**src/rtl/stochastic_computing_bitstream_decoder.sv**
```systemverilog
// Stochastic-to-binary decoder: counts ones over one full LFSR period and returns the count via valid/ready.
// Define STOCHASTIC_COMPUTING_DECODER_BIPOLAR_EN for bipolar output (2*ones - WINDOW, two's complement).
module stochastic_computing_bitstream_decoder #(
   parameter int SIZE = 8
) (
   input  logic          i_clk,
   input  logic          i_rst,
   input  logic          i_start,
   input  logic          i_en,
   input  logic          i_bit,
   output logic          o_busy,
   output logic          o_valid,
   input  logic          i_ready,
   output logic [SIZE:0] o_val
);

   // WINDOW = 2^SIZE-1 is the all-ones SIZE-bit value.
   localparam logic [SIZE-1:0] WINDOW = '1;

   typedef enum logic [1:0] {
      IDLE,
      ACCUM,
      HOLD
   } state_t;

   state_t          state_q, state_d;
   logic [SIZE-1:0] bit_cnt_q, bit_cnt_d;
   logic [SIZE-1:0] ones_q, ones_d;
   logic [SIZE:0]   val_q, val_d;
   logic [SIZE:0]   ones_ext;
   logic [SIZE:0]   result;

   assign ones_ext = {1'b0, ones_q};

`ifdef STOCHASTIC_COMPUTING_DECODER_BIPOLAR_EN
   assign result = (ones_ext << 1) - {1'b0, WINDOW};
`else
   assign result = ones_ext;
`endif

   // The final accepted bit lands on edge N; the full window is seen in the
   // following cycle, giving the one-cycle latency into HOLD.
   always_comb begin
      state_d   = state_q;
      bit_cnt_d = bit_cnt_q;
      ones_d    = ones_q;
      val_d     = val_q;
      case (state_q)
         IDLE: begin
            if (i_start) begin
               state_d   = ACCUM;
               bit_cnt_d = '0;
               ones_d    = '0;
            end
         end
         ACCUM: begin
            if (i_start) begin
               bit_cnt_d = '0;
               ones_d    = '0;
            end else if (bit_cnt_q == WINDOW) begin
               state_d = HOLD;
               val_d   = result;
            end else if (i_en) begin
               bit_cnt_d = bit_cnt_q + 1'b1;
               ones_d    = ones_q + {{(SIZE-1){1'b0}}, i_bit};
            end
         end
         HOLD: begin
            if (i_ready) begin
               if (i_start) begin
                  state_d   = ACCUM;
                  bit_cnt_d = '0;
                  ones_d    = '0;
               end else begin
                  state_d = IDLE;
               end
            end
         end
         default: state_d = IDLE;
      endcase
   end

   always_ff @(posedge i_clk or posedge i_rst) begin
      if (i_rst) begin
         state_q   <= IDLE;
         bit_cnt_q <= '0;
         ones_q    <= '0;
         val_q     <= '0;
      end else begin
         state_q   <= state_d;
         bit_cnt_q <= bit_cnt_d;
         ones_q    <= ones_d;
         val_q     <= val_d;
      end
   end

   assign o_busy  = (state_q == ACCUM);
   assign o_valid = (state_q == HOLD);
   assign o_val   = val_q;

endmodule
```
**config.mk**
```make
export PLATFORM = sky130hd
export DESIGN_NAME = stochastic_computing_bitstream_decoder
export DESIGN_NICKNAME = d
export VERILOG_FILES = /design/src/rtl/stochastic_computing_bitstream_decoder.sv
export SDC_FILE = /design/constraint.sdc
export NUM_CORES = 1
export LEC_CHECK = 0
export CAP_MARGIN = 40
export CELL_PAD_IN_SITES_DETAIL_PLACEMENT = 0
export CELL_PAD_IN_SITES_GLOBAL_PLACEMENT = 2
export CORE_ASPECT_RATIO = 1.75
export CORE_MARGIN = 2
export CORE_UTILIZATION = 40
export CTS_CLUSTER_DIAMETER = 40
export DETAILED_ROUTE_END_ITERATION = 10
export DONT_BUFFER_PORTS = 1
export GPL_TIMING_DRIVEN = 0
export PLACE_DENSITY = 0.86
export SLEW_MARGIN = 20
export SYNTH_ARGS = -nofsm -noshare
export SYNTH_HDL_FRONTEND = slang
export SYNTH_SLANG_ARGS = --single-unit
```
**constraint.sdc**
```tcl
create_clock -name i_clk -period 1.8 [get_ports i_clk]
set_input_delay 0.36 -clock i_clk [delete_from_list [all_inputs] [get_ports i_clk]]
set_output_delay 0.36 -clock i_clk [all_outputs]
set_load 0.02 [all_outputs]
```
* Word level (Yosys, flattened, before mapping)
Index checks and enable logic that the tools add are counted.
Storage, ports and cells: output and inout bits 11, input port bits 6, register bits 26, word-level logic and storage cells 39
Operators by class: equality and inequality tests 9, $add $sub $neg 2, multiplexer cells 18, bitwise logic cells 1, reduce and logical (&&, ||, !) cells 5
Operators with widths (number):
- $mux 8 | 10
- $pmux 8 s3 | 2
- $add 8x1->8 | 1
- $add 8x1->8 const B | 1
- $eq 8x8->1 const B | 1
- $mux 2 | 4
- $reduce_and 4->1 | 2
- $ne 3x3->1 const B | 2
- $pmux 2 s3 | 1
- $ne 2x1->1 const B | 2
- $ne 2x2->1 const B | 2
- $reduce_and 3->1 | 1
- $reduce_bool 3->1 | 1
- $eq 2x1->1 const B | 1
- $eq 2x2->1 const B | 1
- $logic_not 2->1 | 1
- $mux 1 | 1
- $not 1->1 | 1

* Longest topological paths before layout
depth in word-level cells 5, mapped depth 6, depth with buffers taken out 5

* Least setup slack after synthesis
OpenSTA, ideal clock, no wires.
kind register to register, start point reg bit_cnt_q[0], end point reg ones_q[2], clock period less this slack 1.624 ns, library setup time 0.126 ns, setup slack 0.176 ns, data required time 1.674 ns, cell stages (with the launch flop) 7, arrival time 1.498 ns, buffers on the path 1, cell sequence dfrtp_1 ha_1 nand3_1 nor4_1 nand2b_1 buf_4 a221o_1
On the way: word-level cells in the longest chain between the ends 3
RTL lines:
- start, declared | RTL line 27 | logic [SIZE-1:0] bit_cnt_q, bit_cnt_d;
- start signal, assigned | RTL line 91 | bit_cnt_q <= bit_cnt_d;
- $eq 8x8->1 | RTL line 60 | end else if (bit_cnt_q == WINDOW) begin
- $ne 3x3->1 (no line)
- $reduce_and 4->1 (no line)
- end signal, assigned | RTL line 92 | ones_q <= ones_d;
- end, declared | RTL line 28 | logic [SIZE-1:0] ones_q, ones_d;
No other way between the ends. A chain may end at the register's enable or synchronous reset.

* Final worst setup path
Same ends and word-level chain as after synthesis.

==> flow_summary.json <==
{
  "status": "finished, final reports clean",
  "grt_overflow": 0,
  "finalPower_w": 0.00112,
  "crit-reg2reg-launch": "bit_cnt_q[0]$_DFFE_PP0P_",
  "synthDominantCellAreaShare": 0.497,
  "fmax_mhz": 583,
  "ff2ff_path_depth": 6,
  "ys_ff_latch": 26,
  "synth-main-ff-cell": "dfrtp_1",
  "fin_cells": 164,
  "dr_wl_met3_um": 44,
  "peakVddDrop_uv": 589,
  "route.detailed.drc": 0,
  "critical_path_class": "register to register",
  "place_hpwl_um": 1990,
  "gp_congestion": 0.701,
  "fin_skew_ns": 0.00376,
  "cts_setup_buffers": 0,
  "crit_path_max_fanout": 10,
  "cts_tree": "yes",
  "setup_ws_ns": 0.0855,
  "root_buffer": "clkbuf_8",
  "required_ns": 1.95,
  "cp.arrival_ns": 1.87,
  "antenna_found_initial": 0,
  "clock_latency_ns": 0.27,
  "grt_pass1_vias": 1016,
  "cts_sinks": 26,
  "synthArstFlopShare": 1.00,
  "report.final.slew_viol_count": 0,
  "tns_ns": 0,
  "die_area_um2": 3770,
  "synthTopCellsByArea": "dfrtp_1 (50%), mux2_1 (6.9%), a221o_1 (4.6%), and3_1 (4.3%), a22o_1 (4.0%)",
  "r2r_end": "ones_q[2]$_DFFE_PP0P_",
  "wl_per_cell_um": 16.5,
  "synth_nets": 124,
  "die_y_um": 79.7,
  "clockBufferDepth": 2,
  "antenna_cells": 0,
  "power.static_leakage_nw": 0.733,
  "placed_cells": 159,
  "grt_max_degree": 20,
  "crit_end": "ones_q[2]$_DFFE_PP0P_",
  "cts_buffers": 3,
  "drt_iter0_markers": 22,
  "syn_inst": 115,
  "hold_class": "primary input to register",
  "ys_seq_area_frac": 0.497,
  "netlist_area_um2": 1310,
  "yosysMostFrequentCell": "dfrtp_1",
  "routed_via_density": 5.70,
  "synth_cell_type_count": 33,
  "num_io_pins": 17,
  "period_needed_ns": 1.71,
  "synth-edff-count": 0,
  "clk_pin_slew_worst_paths_ns": 0.09,
  "vias": 935,
  "syn2layout_area_growth_pct": 12.9,
  "post_route_cells_drive_above_1_share": 0.149,
  "dp_slack_ns": -0.100,
  "worstSetupStartpointType": "register",
  "routed_wl_um": 2710,
  "htreeDepth": 1,
  "drtAntennaViolNets": 0,
  "cp-end-kind": "register",
  "yosys_warnings": 0,
  "first_pass_iters": 4,
  "yosysTopAreaCell": "dfrtp_1",
  "avgSynthCellArea_um2": 11.4,
  "layout.nets": 131,
  "start_util": 0.417,
  "hold_violations": 0,
  "setup_viol": 0,
  "core_region_area_um2": 3140,
  "ys_top_cells_by_count": "dfrtp_1 (26), and3_1 (9), mux2_1 (8)",
  "highest_layer": "met4",
  "critPathLaunch": "bit_cnt_q[0]$_DFFE_PP0P_",
  "grt_pass1_wl_um": 4710,
  "io_buffers": 0,
  "wl_met1_um": 1140,
  "fin_crit_sh": 0.953,
  "fin_hold_ws_ns": 0.249,
  "power.density_nw_per_um2": 755,
  "maxCapViolCount": 0,
  "met2_length_um": 1480,
  "rows": 27,
  "grt.total_usage": 0.172,
  "r2r_slack_ns": 0.09,
  "die_x_um": 47.3
}
-- placed cells by master, fill, tap and decap left out, types with 2 or more instances in the layout --
cell type	Yosys	final
nor2_1	6	6
a221o_1	6	6
dfrtp_1	26	25
ha_1	3	2
nand2b_1	3	2
nor4_1	3	2
a211o_1	2	2
buf_4	2	3
and3_1	9	9
mux2_1	8	8
a21oi_1	3	3
clkbuf_8	0	4
inv_1	3	3
a22o_1	6	6
nor2b_1	5	5
o21ai_0	2	2
xnor2_1	2	2
nand3_1	7	6
nand2_1	3	3
-- state kept, by name (all words and copies together) (netlist names) --
signal     count
ones_q         8
bit_cnt_q      8
state_q        2
o_val          8
-- what timing repair did --
item,4_1_cts,5_1_grt
endpoints found under the setup margin,20,18
resized for setup,2,6
endpoints found under the hold margin,7,0
hold buffers,1,0
-- worst min path at each step --
stage	cells after the start	slack, ns	startpoint	endpoint
after floorplan	1	0.40	i_rst	bit_cnt_q[0]$_DFFE_PP0P_
after global placement	1	0.48	bit_cnt_q[0]$_DFFE_PP0P_	bit_cnt_q[0]$_DFFE_PP0P_
after detailed placement	1	0.22	i_rst	o_val[7]$_DFFE_PP0P_
after CTS	2	0.25	i_ready	state_q[1]$_DFFE_PP0P_
after global routing	2	0.25	i_ready	state_q[1]$_DFFE_PP0P_
final	2	0.25	i_ready	state_q[1]$_DFFE_PP0P_
-- metal layers --
metal / vias to the layer above / GRT usage
li1: 440 / -
met1: 484 / 0.215
met2: 7 / 0.289
met3: 4 / 0.0226
met4: 0 / 0.0583
met5: - / 0
-- final cells by class --
type                            instances  area (um^2)
Fill cell                             313         1660
Timing Repair Buffer                    2         25.0
Clock buffer                            4         55.1
Buffer                                  5         38.8
Tap cell                               43         53.8
Multi-Input combinational cell         81          643
Inverter                                3         11.3
Sequential cell                        26          652
-- critical path: stages (launching register included) --
cell and delay [ns]:
dfrtp_2 0.44, ha_4 0.19, nand3_1 0.13, nor4_2 0.06
nand2b_2 0.22, buf_4 0.20, a221o_1 0.35
-- report_power, final --
part / internal (W) / switching, W / total (W)
Combinational: 0.0000487 / 0.0000567 / 0.000105
Clock: 0.000195 / 0.000175 / 0.000371
Sequential: 0.000608 / 0.0000322 / 0.000640
-- stage by stage --
stage               cell area, um^2   util
floorplan                      1310      -
global placement               1360  0.434
detailed placement             1380  0.439
CTS                            1450  0.461
global route                   1480  0.471
finish                         1480  0.471
-- kinds of logic after synthesis --
family                     Yosys count  share of synthesized area
muxes                                8                     0.0688
other                                1                    0.00286
xor gates and xnor gates             3                     0.0201
AOI/OAI and AO/OA                   23                      0.154
and+or+nand+nor                     43                      0.193
buffers and inverters                8                     0.0363
adders and majority gates            3                     0.0287
DFF                                 26                      0.497
Note: power is estimated with default switching activity, not from simulation.
